[config.mk]
export PLATFORM = sky130hd
export DESIGN_NAME = rf_ctrl
export DESIGN_NICKNAME = d
export VERILOG_FILES = /design/src/rtl/rf_ctrl.sv
export SDC_FILE = /design/constraint.sdc
export NUM_CORES = 1
export LEC_CHECK = 0
export CAP_MARGIN = 10
export CELL_PAD_IN_SITES_DETAIL_PLACEMENT = 1
export CELL_PAD_IN_SITES_GLOBAL_PLACEMENT = 2
export CORE_MARGIN = 4
export CORE_UTILIZATION = 23
export DETAILED_ROUTE_END_ITERATION = 8
export PLACE_DENSITY_LB_ADDON = 0.1
export SKIP_CTS_REPAIR_TIMING = 1
export SLEW_MARGIN = 20
export SYNTH_ARGS = -nofsm -noshare
export SYNTH_HDL_FRONTEND = slang
export SYNTH_SLANG_ARGS = --single-unit
[constraint.sdc]
create_clock -name clk -period 1.9 [get_ports clk]
set_input_delay 0.285 -clock clk [delete_from_list [all_inputs] [get_ports clk]]
set_output_delay 0.285 -clock clk [all_outputs]
set_load 0.005 [all_outputs]
[src/rtl/rf_ctrl.sv]
// rtl/rf_ctrl.sv - register file controller: reset clear sweep, CPU pass-through, debug req/ack access
module rf_ctrl #(
  parameter int NREGS = 16,
  parameter int AW    = 4,
  parameter int DW    = 16
) (
  input  logic          clk,
  input  logic          rst_n,
  input  logic [AW-1:0] cpu_p0_addr,
  input  logic [AW-1:0] cpu_p1_addr,
  input  logic          cpu_re0,
  input  logic          cpu_re1,
  input  logic [AW-1:0] cpu_dst_addr,
  input  logic [DW-1:0] cpu_dst,
  input  logic          cpu_we,
  output logic          cpu_stall,
  input  logic          dbg_req,
  input  logic          dbg_wr,
  input  logic [AW-1:0] dbg_addr,
  input  logic [DW-1:0] dbg_wdata,
  output logic          dbg_ack,
  output logic [DW-1:0] dbg_rdata,
  output logic [AW-1:0] rf_p0_addr,
  output logic [AW-1:0] rf_p1_addr,
  output logic          rf_re0,
  output logic          rf_re1,
  output logic [AW-1:0] rf_dst_addr,
  output logic [DW-1:0] rf_dst,
  output logic          rf_we,
  input  logic [DW-1:0] rf_p0,
  output logic          init_done
);

  typedef enum logic [1:0] {
    S_INIT = 2'd0,
    S_RUN  = 2'd1,
    S_DBG  = 2'd2,
    S_ACK  = 2'd3
  } state_t;

  localparam logic [AW:0] LAST_REG = (AW+1)'(NREGS - 1);

  state_t        state;
  state_t        state_nxt;
  logic [AW:0]   cnt;
  logic          wr;
  logic [AW-1:0] addr;
  logic [DW-1:0] wdata;

  // State register, sweep counter, latched debug request and registered debug outputs
  always_ff @(posedge clk or negedge rst_n) begin
    if (!rst_n) begin
      state     <= S_INIT;
      cnt       <= '0;
      wr        <= 1'b0;
      addr      <= '0;
      wdata     <= '0;
      dbg_ack   <= 1'b0;
      dbg_rdata <= '0;
      init_done <= 1'b0;
    end else begin
      state <= state_nxt;
      case (state)
        S_INIT: begin
          cnt <= cnt + 1'b1;
          if (cnt == LAST_REG) init_done <= 1'b1;
        end
        S_RUN: begin
          if (dbg_req) begin
            wr    <= dbg_wr;
            addr  <= dbg_addr;
            wdata <= dbg_wdata;
          end
        end
        S_DBG: begin
          dbg_ack <= 1'b1;
          // the register file produced this data on the mid-cycle negedge
          if (!wr) dbg_rdata <= rf_p0;
        end
        S_ACK: begin
          dbg_ack <= 1'b0;
        end
        default: ;
      endcase
    end
  end

  // Next state and register-file port steering; CPU passes through unless INIT or DBG owns the ports
  always_comb begin
    state_nxt   = state;
    rf_p0_addr  = cpu_p0_addr;
    rf_p1_addr  = cpu_p1_addr;
    rf_re0      = cpu_re0;
    rf_re1      = cpu_re1;
    rf_dst_addr = cpu_dst_addr;
    rf_dst      = cpu_dst;
    // reg0 is hardwired to zero, so writes to it never reach the array
    rf_we       = cpu_we && (cpu_dst_addr != '0);
    cpu_stall   = 1'b0;
    case (state)
      S_INIT: begin
        rf_p0_addr  = '0;
        rf_p1_addr  = '0;
        rf_re0      = 1'b0;
        rf_re1      = 1'b0;
        rf_dst_addr = cnt[AW-1:0];
        rf_dst      = '0;
        rf_we       = 1'b1;
        cpu_stall   = 1'b1;
        if (cnt == LAST_REG) state_nxt = S_RUN;
      end
      S_RUN: begin
        if (dbg_req) state_nxt = S_DBG;
      end
      S_DBG: begin
        rf_p0_addr  = addr;
        rf_p1_addr  = '0;
        rf_re0      = !wr;
        rf_re1      = 1'b0;
        rf_dst_addr = addr;
        rf_dst      = wdata;
        rf_we       = wr && (addr != '0);
        cpu_stall   = 1'b1;
        state_nxt   = S_ACK;
      end
      S_ACK: begin
        state_nxt = S_RUN;
      end
      default: state_nxt = S_INIT;
    endcase
  end

endmodule

==> impl_metrics.yaml, run 1 <==
timing:
  worst_pin_slew_ps: 363.7
  holdWs_ps: 442.0
  timing.slew.headroom_pct: 75.44
  skew_ps: 5.629
  finalCritPeriodShare_pct: 109.5
  setup_slack_ps: -180.2
  setup_tns_ps: -2873
  hold_violations: 0
  report.final.slew_viol_count: 0
  max_freq_ghz: 0.4807
  setup_viol: 26
  rsz0062_at_grt: "true"
  finalCriticalPeriod_ps: 2080
logic_synthesis:
  ys_seq_area_share_pct: 53.77
  yosys.area_share.simple_pct: 5.611
  synthTopCellsByArea: "dfrtp_1 (54%), mux2_2 (21%), a22o_1 (7.8%)"
  synth-adder-area-share_pct: 3.507
  synth_xor_area_share_pct: 1.227
  synth_top_area_share_pct: 53.77
  synth_top_area_cell: "dfrtp_1"
  syn_inst: 167
  synth_area_um2: 2141
  synth-seq-cells: 46
  synth_compound_area_share_pct: 12.16
  ys_types: 24
  synth_nets: 244
  synth.mux.area_fraction_pct: 20.51
  yosysWarnings: 0
  synth_top_family_by_area: "multiplexers"
  syn_area_per_cell_um2: 12.82
floorplan:
  num_rows: 34
  start_util_pct: 24.08
  coreArea_um2: 8891
  die_h_um: 104.5
  die_w_um: 104.5
  dieArea_um2: 10920
  io_pins: 121
worst_setup_path:
  slowest_delay_ps: 440
  critPathKind: "reg2out"
  start_kind: "flip-flop"
  path_common_cell: "buf_8"
  path_buf_inv: 6
  cp.depth: 9
  cp-end-kind: "primary output"
  cp_top_family: "buffers and inverters"
  crit_required_ps: 1620
  path_cells: "inv_2 -> ha_4 -> nor2_4 -> buf_12 -> buf_8 -> buf_6 -> buf_8 -> a22o_1 -> buf_2"
  r2r_cells: 7
  path_max_fanout: 7
  cp_slowest_cell: "dfrtp_1"
  worstPathArrival_ps: 1800
global_routing:
  antenna_found_initial: 0
  grt_pass1_wl_um: 10830
  grt_max_degree: 22
  grt_overflow: 0
  grt_pass1_vias: 1981
  grt_usage_pct: 12.31
clocking:
  clk_latency_ps: 290
  cts_tree: "built"
  root_buffer: "clkbuf_8"
  cts_max_path_buffers: 2
  cts.sinks: 46
  cts_buffers: 5
  cts.clk_slew.worst_paths_ps: 90
  htreeDepth: 2
finish:
  area_growth_pct: 80.95
  mostFrequentLayoutCells: "clkdlybuf4s50_1 (87), dfrtp_1 (46), mux2_2 (39), a22o_1 (19), buf_4 (19)"
  antennaDiodeCount: 0
  fillers: 948
  num-nets-final: 392
  multiInputGateArea_um2: 970.9
  regArea_um2: 1151
  final_common_cell: "clkdlybuf4s50_1"
  drive_gt1_share_pct: 36.08
  stdcell_count: 424
drt:
  detailedRoute.firstIterationViolations: 50
  viasPerCell: 4.491
  vias: 1904
  drt-wirelength-per-cell_um: 17.07
  drtPass1Iterations: 4
  wirelength_um: 7239
  drcViolationCount: 0
  final_antenna_net_count: 0
power:
  seqPwrFrac_pct: 30.3
  combinationalPowerShare_pct: 54.3
  pwr-share-clk_pct: 15.4
  power_density_nw_per_um2: 1495
  ir_drop_uv: 632.7
  finalPower_w: 0.005791
  leakagePower_nw: 1.830
  p_int_w: 0.004032
  p_switching_w: 0.001759
  switching_share_pct: 30.37
run_status:
  violations: "setup timing"
  outcome: "finished, violations left"
placement:
  dp_slack_ps: -343.0
  port_buffers: 120
  gp_congestion: 0.7397
  dp_cells: 405
  hpwlAfterDp_um: 5236
job:
  maxCapViolations: 0
worst_hold_path:
  hold_path.class: "in2async"
==> flip-flops by register name (all words and copies together), names as in the netlist <==
signal / count
dbg_rdata: 16
init_done: 1
wdata: 16
state: 2
addr: 4
cnt: 5
wr: 1
dbg_ack: 1
==> power groups by stage <==
stage               Clock, W  Combinational [W]  Sequential, W
floorplan                  0            0.00122        0.00174
global placement           0            0.00288        0.00176
detailed placement         0            0.00289        0.00177
CTS                 0.000935            0.00291        0.00175
global route        0.000986            0.00342        0.00184
finish              0.000893            0.00314        0.00176
==> final cells by class <==
| type | instances | area share [%] |
|---|---|---|
| Clock buffer | 6 | 2.132 |
| Multi-Input combinational cell | 105 | 25.06 |
| Inverter | 5 | 0.4845 |
| Tap cell | 108 | 3.488 |
| Sequential cell | 46 | 29.72 |
| Timing Repair Buffer | 152 | 37.56 |
| Clock inverter | 2 | 1.550 |
==> per-stage QoR <==
| step | utilization (%) | area [um2] |
|---|---|---|
| floorplan | - | 2141 |
| global placement | 40.57 | 3607 |
| detailed placement | 40.57 | 3607 |
| CTS | 42.18 | 3750 |
| global route | 43.57 | 3874 |
| finish | 43.57 | 3874 |
==> metal layers <==
| metal | global-route usage [%] | vias to the layer above | wire (um) |
|---|---|---|---|
| li1 | - | 895 | - |
| met4 | 1.709 | 0 | 34 |
| met1 | 15.00 | 927 | 2991 |
| met3 | 6.021 | 2 | 715 |
| met2 | 20.11 | 80 | 3497 |
| met5 | 0 | - | 0 |
==> logic make-up after synthesis <==
logic type,Yosys count
AOI/OAI and AO/OA,32
xor gates and xnor gates,3
adders and majority gates,6
buffers and inverters,16
DFF,46
muxes,39
and+or+nand+nor,25
==> worst paths after layout <==
path / start / to / slack (ps)
worst max register to register: state[0]$_DFFE_PN0P_ / dbg_rdata[4]$_DFFE_PN0P_ / 150
max in group asynchronous: rst_n / dbg_rdata[3]$_DFFE_PN0P_ / 870
worst min register to register: init_done$_DFFE_PN0P_ / init_done$_DFFE_PN0P_ / 460
worst min-delay path: rst_n / cnt[2]$_DFFE_PN0P_ / 440
min in group clk: init_done$_DFFE_PN0P_ / init_done$_DFFE_PN0P_ / 460
worst max-delay path: state[1]$_DFFE_PN0P_ / rf_dst[12] / -180
==> cells in the mapped netlist <==
library cell,number
dfrtp_1,46
mux2_2,39
a22o_1,19
nand2_1,10
buf_2,7
ha_1,6
and2_1,5
inv_1,5
nor2_1,5
a22oi_1,4
clkbuf_1,3
a21o_1,2
a21oi_1,2
nor2b_1,2
o21ai_0,2
xnor2_1,2
a22o_2,1
a311o_1,1
and3_1,1
buf_1,1
nand4_1,1
o41ai_1,1
or4_1,1
xor2_1,1
No activity file was read; power rests on OpenSTA's default activity.
==> run 2: changes to the inputs <==
- PLACE_DENSITY: unset -> 0.82
- PLACE_DENSITY_LB_ADDON: 0.1 -> unset
- TNS_END_PERCENT: unset -> 5
==> impl_metrics.yaml, run 2 (synthesis results as in run 1) <==
placement:
  dp_slack_ps: -398.8
  place_area_um2: 3590
  hpwlAfterDp_um: 5208
  gp_congestion: 0.7333
  dp_cells: 401
  port_buffers: 120
timing:
  rsz0062_at_grt: "true"
  timing.slew.headroom_pct: 63.53
  skew_ps: 9.150
  finalCriticalPeriod_ps: 2155
  setup_viol: 26
  hold_violations: 0
  report.final.slew_viol_count: 0
  holdWs_ps: 465.5
  finalCritPeriodShare_pct: 113.4
  worst_pin_slew_ps: 547.0
  max_freq_ghz: 0.4641
  setup_slack_ps: -254.5
drt:
  detailedRoute.firstIterationViolations: 29
  drcViolationCount: 0
  drtPass1Iterations: 4
  vias: 1950
  drt-wirelength-per-cell_um: 16.82
  final_antenna_net_count: 0
  viasPerCell: 4.503
  wirelength_um: 7284
global_routing:
  grt_pass1_wl_um: 10670
  grt_usage_pct: 12.02
  grt_max_degree: 25
  grt_pass1_vias: 2091
  grt_overflow: 0
  antenna_found_initial: 0
worst_hold_path:
  hold_depth: 1
  hold_path.class: "reg2reg"
  min_to: "init_done$_DFFE_PN0P_"
  hold_start: "init_done$_DFFE_PN0P_"
finish:
  final_common_cell: "clkdlybuf4s50_1"
  antennaDiodeCount: 0
  drive_gt1_share_pct: 36.31
  area_growth_pct: 84.57
  num-nets-final: 402
  mostFrequentLayoutCells: "clkdlybuf4s50_1 (86), dfrtp_1 (46), mux2_2 (39), buf_4 (25), a22o_1 (19)"
  final_design_area_no_fill_um2: 3951
  stdcell_count: 433
  fillers: 962
  top_regs: "dbg_rdata (16), wdata (16), cnt (5)"
floorplan:
  io_pins: 121
  dieArea_um2: 10920
  start_util_pct: 24.08
  num_rows: 34
  coreArea_um2: 8891
  die_w_um: 104.5
  die_h_um: 104.5
job:
  maxCapViolations: 0
worst_setup_path:
  cp-end-kind: "primary output"
  crit_required_ps: 1620
  r2r_cells: 7
  path_max_fanout: 6
  slowest_delay_ps: 390
  r2r_slack_ps: 120
  r2r-end: "dbg_rdata[2]$_DFFE_PN0P_"
  worstPathArrival_ps: 1870
  cp_slowest_cell: "dfrtp_1"
  path_cells: "inv_1 -> ha_4 -> nor2_4 -> buf_4 -> buf_4 -> clkbuf_16 -> buf_4 -> a22o_1 -> clkbuf_2"
  critPathKind: "reg2out"
  path_common_cell: "buf_4"
  worstReg2RegStart: "state[0]$_DFFE_PN0P_"
  start_kind: "flip-flop"
clocking:
  cts_buffers: 5
  cts.sinks: 46
  clk_latency_ps: 290
  htreeDepth: 2
  root_buffer: "clkbuf_8"
  cts_tree: "built"
  cts.clk_slew.worst_paths_ps: 90
  cts_max_path_buffers: 2
run_status:
  violations: "setup timing"
  outcome: "finished, violations left"
power:
  leakagePower_nw: 1.920
  ir_drop_uv: 566.9
  power_density_nw_per_um2: 1478
-- run 2: cell count changes in the layout (fill, tap and decap cells not counted), sizes merged --
cell	previous run	this run
clkdlybuf4s50	87	86
clkbuf	24	22
buf	39	46
dlymetal6s2s	7	13
bufinv	2	1
-- run 2: power by group --
group / total [W] / switching (W) / internal [W] / leakage, nW
Clock: 0.000737 / 0.000316 / 0.000421 / 0.0573
Combinational: 0.00334 / 0.00119 / 0.00215 / 1.32
Sequential: 0.00176 / 0.000291 / 0.00147 / 0.546
-- run 2: critical path: cells and delay by family (launching register included) --
kind                       cells  cell delay [ps]
AOI/OAI and AO/OA              1              190
adders and majority gates      1              170
buffers and inverters          6              780
DFF                            1              390
and+or+nand+nor                1               50
-- run 2: per-layer routing --
| metal | track usage (%) | wire length, um |
|---|---|---|
| met3 | 5.090 | 626 |
| met2 | 20.62 | 3717 |
| met5 | 0 | 0 |
| met4 | 2.564 | 16 |
| met1 | 13.95 | 2924 |
-- run 2: metrics by stage --
step	utilization (%)	TNS (ps)	power [W]
final	44.44	-3928	0.005838
after CTS	41.64	-11540	0.005426
after global routing	44.44	-6376	0.006282
after global placement	40.37	-344.6	0.004575
after floorplan	-	0	0.002960
after detailed placement	40.37	-868.0	0.004653
-- run 2: layout make-up --
cell class	instances	area, um2	share of cell area (%)
Multi-Input combinational cell	105	970.9	24.57
Tap cell	108	135.1	3.420
Clock buffer	6	82.58	2.090
Sequential cell	46	1151	29.13
Clock inverter	1	30.03	0.7600
Timing Repair Buffer	162	1563	39.55
Inverter	5	18.77	0.4750
-- run 2: worst max-delay path by stage --
stage,startpoint,to,slack (ps),cells after the start
final,state[1]$_DFFE_PN0P_,rf_dst[14],-250,9
after global routing,state[1]$_DFFE_PN0P_,rf_dst[5],-340,9
after CTS,state[0]$_DFFE_PN0P_,rf_we,-430,6
after detailed placement,cpu_dst_addr[3],rf_we,-400,5
after global placement,cpu_dst_addr[3],rf_we,-300,5
after floorplan,state[0]$_DFFE_PN0P_,rf_p1_addr[0],270,6
==> run 3: changes to the inputs <==
- CORE_MARGIN: 4 -> 3
==> impl_metrics.yaml, run 3 (synthesis results as in run 1) <==
run_status:
  outcome: "finished, violations left"
  violations: "setup timing"
worst_setup_path:
  crit_required_ps: 1620
  worstPathArrival_ps: 1730
  critPathKind: "reg2out"
  cp-end-kind: "primary output"
  r2r-end: "dbg_rdata[0]$_DFFE_PN0P_"
  start_kind: "flip-flop"
  r2r_slack_ps: 110
  path_max_fanout: 5
  r2r_cells: 6
  worstReg2RegStart: "state[0]$_DFFE_PN0P_"
finish:
  final_util_pct: 43.06
  num-nets-final: 390
  final_common_cell: "clkdlybuf4s50_1"
  drive_gt1_share_pct: 34.50
  multiInputGateArea_um2: 968.4
  regArea_um2: 1151
  top_regs: "dbg_rdata (16), wdata (16), cnt (5)"
  area_growth_pct: 78.84
  final_design_area_no_fill_um2: 3829
  mostFrequentLayoutCells: "clkdlybuf4s50_1 (87), dfrtp_1 (46), mux2_2 (39), a22o_1 (19), buf_2 (14)"
  fillers: 976
  stdcell_count: 421
  antennaDiodeCount: 0
floorplan:
  start_util_pct: 24.08
  die_w_um: 102.5
  coreArea_um2: 8891
  io_pins: 121
  num_rows: 34
  dieArea_um2: 10500
  die_h_um: 102.5
timing:
  skew_ps: 6.530
  setup_viol: 24
  finalCriticalPeriod_ps: 2012
  holdWs_ps: 464.3
  timing.slew.headroom_pct: 67.67
  finalCritPeriodShare_pct: 105.9
  rsz0062_at_grt: "true"
  setup_slack_ps: -111.6
  max_freq_ghz: 0.4971
  worst_pin_slew_ps: 485.0
  hold_violations: 0
  report.final.slew_viol_count: 0
drt:
  wirelength_um: 7096
  wl_met1_um: 2672
  drcViolationCount: 0
  drt-wirelength-per-cell_um: 16.86
  topRoutingLayerUsed: "met4"
  drtPass1Iterations: 3
  wl_met2_um: 3678
  wl_met3_um: 727
  vias: 1901
  detailedRoute.firstIterationViolations: 21
  viasPerCell: 4.515
  final_antenna_net_count: 0
power:
  combinationalPowerShare_pct: 58.0
  seqPwrFrac_pct: 31.9
  leakagePower_nw: 1.823
  pwr-share-clk_pct: 10.1
  p_int_w: 0.003761
  ir_drop_uv: 561.5
  power_density_nw_per_um2: 1445
  switching_share_pct: 32.02
  p_switching_w: 0.001772
  finalPower_w: 0.005533
clocking:
  root_buffer: "clkbuf_8"
  clk_latency_ps: 290
  htreeDepth: 2
  cts_buffers: 5
  cts_max_path_buffers: 2
  cts.clk_slew.worst_paths_ps: 80
  cts_tree: "built"
  cts.sinks: 46
placement:
  hpwlAfterDp_um: 5192
  gp_congestion: 0.7688
  dp_cells: 400
  place_area_um2: 3582
  port_buffers: 120
global_routing:
  grt_overflow: 0
  grt_max_degree: 28
  grt_usage_pct: 12.00
  antenna_found_initial: 0
  grt_pass1_wl_um: 9922
  grt_pass1_vias: 2078
worst_hold_path:
  hold_depth: 1
  min_to: "init_done$_DFFE_PN0P_"
  hold_start: "init_done$_DFFE_PN0P_"
  hold_path.class: "reg2reg"
job:
  maxCapViolations: 0
## run 3: power groups by stage
stage / sequential [W] / combinational [W] / clock, W
after floorplan: 0.00174 / 0.00122 / 0
after global placement: 0.00176 / 0.00280 / 0
after detailed placement: 0.00180 / 0.00287 / 0
after CTS: 0.00177 / 0.00288 / 0.000591
after global routing: 0.00183 / 0.00348 / 0.000635
final: 0.00176 / 0.00321 / 0.000557
## run 3: final cells by class
| type | instances | share of cell area [%] |
|---|---|---|
| timing repair buffer | 150 | 38.56 |
| sequential | 46 | 30.07 |
| multi-input combinational | 105 | 25.29 |
| tap | 108 | 3.529 |
| clock buffer | 5 | 1.797 |
| inverter | 5 | 0.4902 |
| clock inverter | 2 | 0.2614 |
## run 3: stage by stage
step	setup TNS, ps	setup WS (ps)
6_report	-1683	-111.6
2_1_floorplan	0	274.6
3_3_place_gp	-345.5	-291.6
5_1_grt	-3679	-174.1
3_5_place_dp	-2556	-383.3
4_1_cts	-12950	-444.7
## run 3: layer usage
metal / track usage (%) / vias up
li1: - / 896
met1: 13.63 / 920
met2: 21.50 / 83
met3: 4.915 / 2
met4: 1.816 / 0
met5: 0 / -
## run 3: worst max path at each step
stage / start / to / slack [ps] / depth (start not counted)
2_1_floorplan: state[0]$_DFFE_PN0P_ / rf_p1_addr[0] / 270 / 6
3_3_place_gp: cpu_dst_addr[3] / rf_we / -290 / 5
3_5_place_dp: cpu_dst_addr[3] / rf_we / -380 / 5
4_1_cts: state[1]$_DFFE_PN0P_ / rf_dst[14] / -440 / 6
5_1_grt: state[1]$_DFFE_PN0P_ / rf_p1_addr[3] / -170 / 8
6_report: state[1]$_DFFE_PN0P_ / rf_dst[11] / -110 / 8
## run 3: worst max-delay path, cell delays in order, from the launching register on
cell and delay (ps):
dfrtp_1 410, buf_6 130, ha_4 160, nor2_4 150, buf_12 140, buf_6 100, clkbuf_16 130, a22o_1 120
clkbuf_2 110
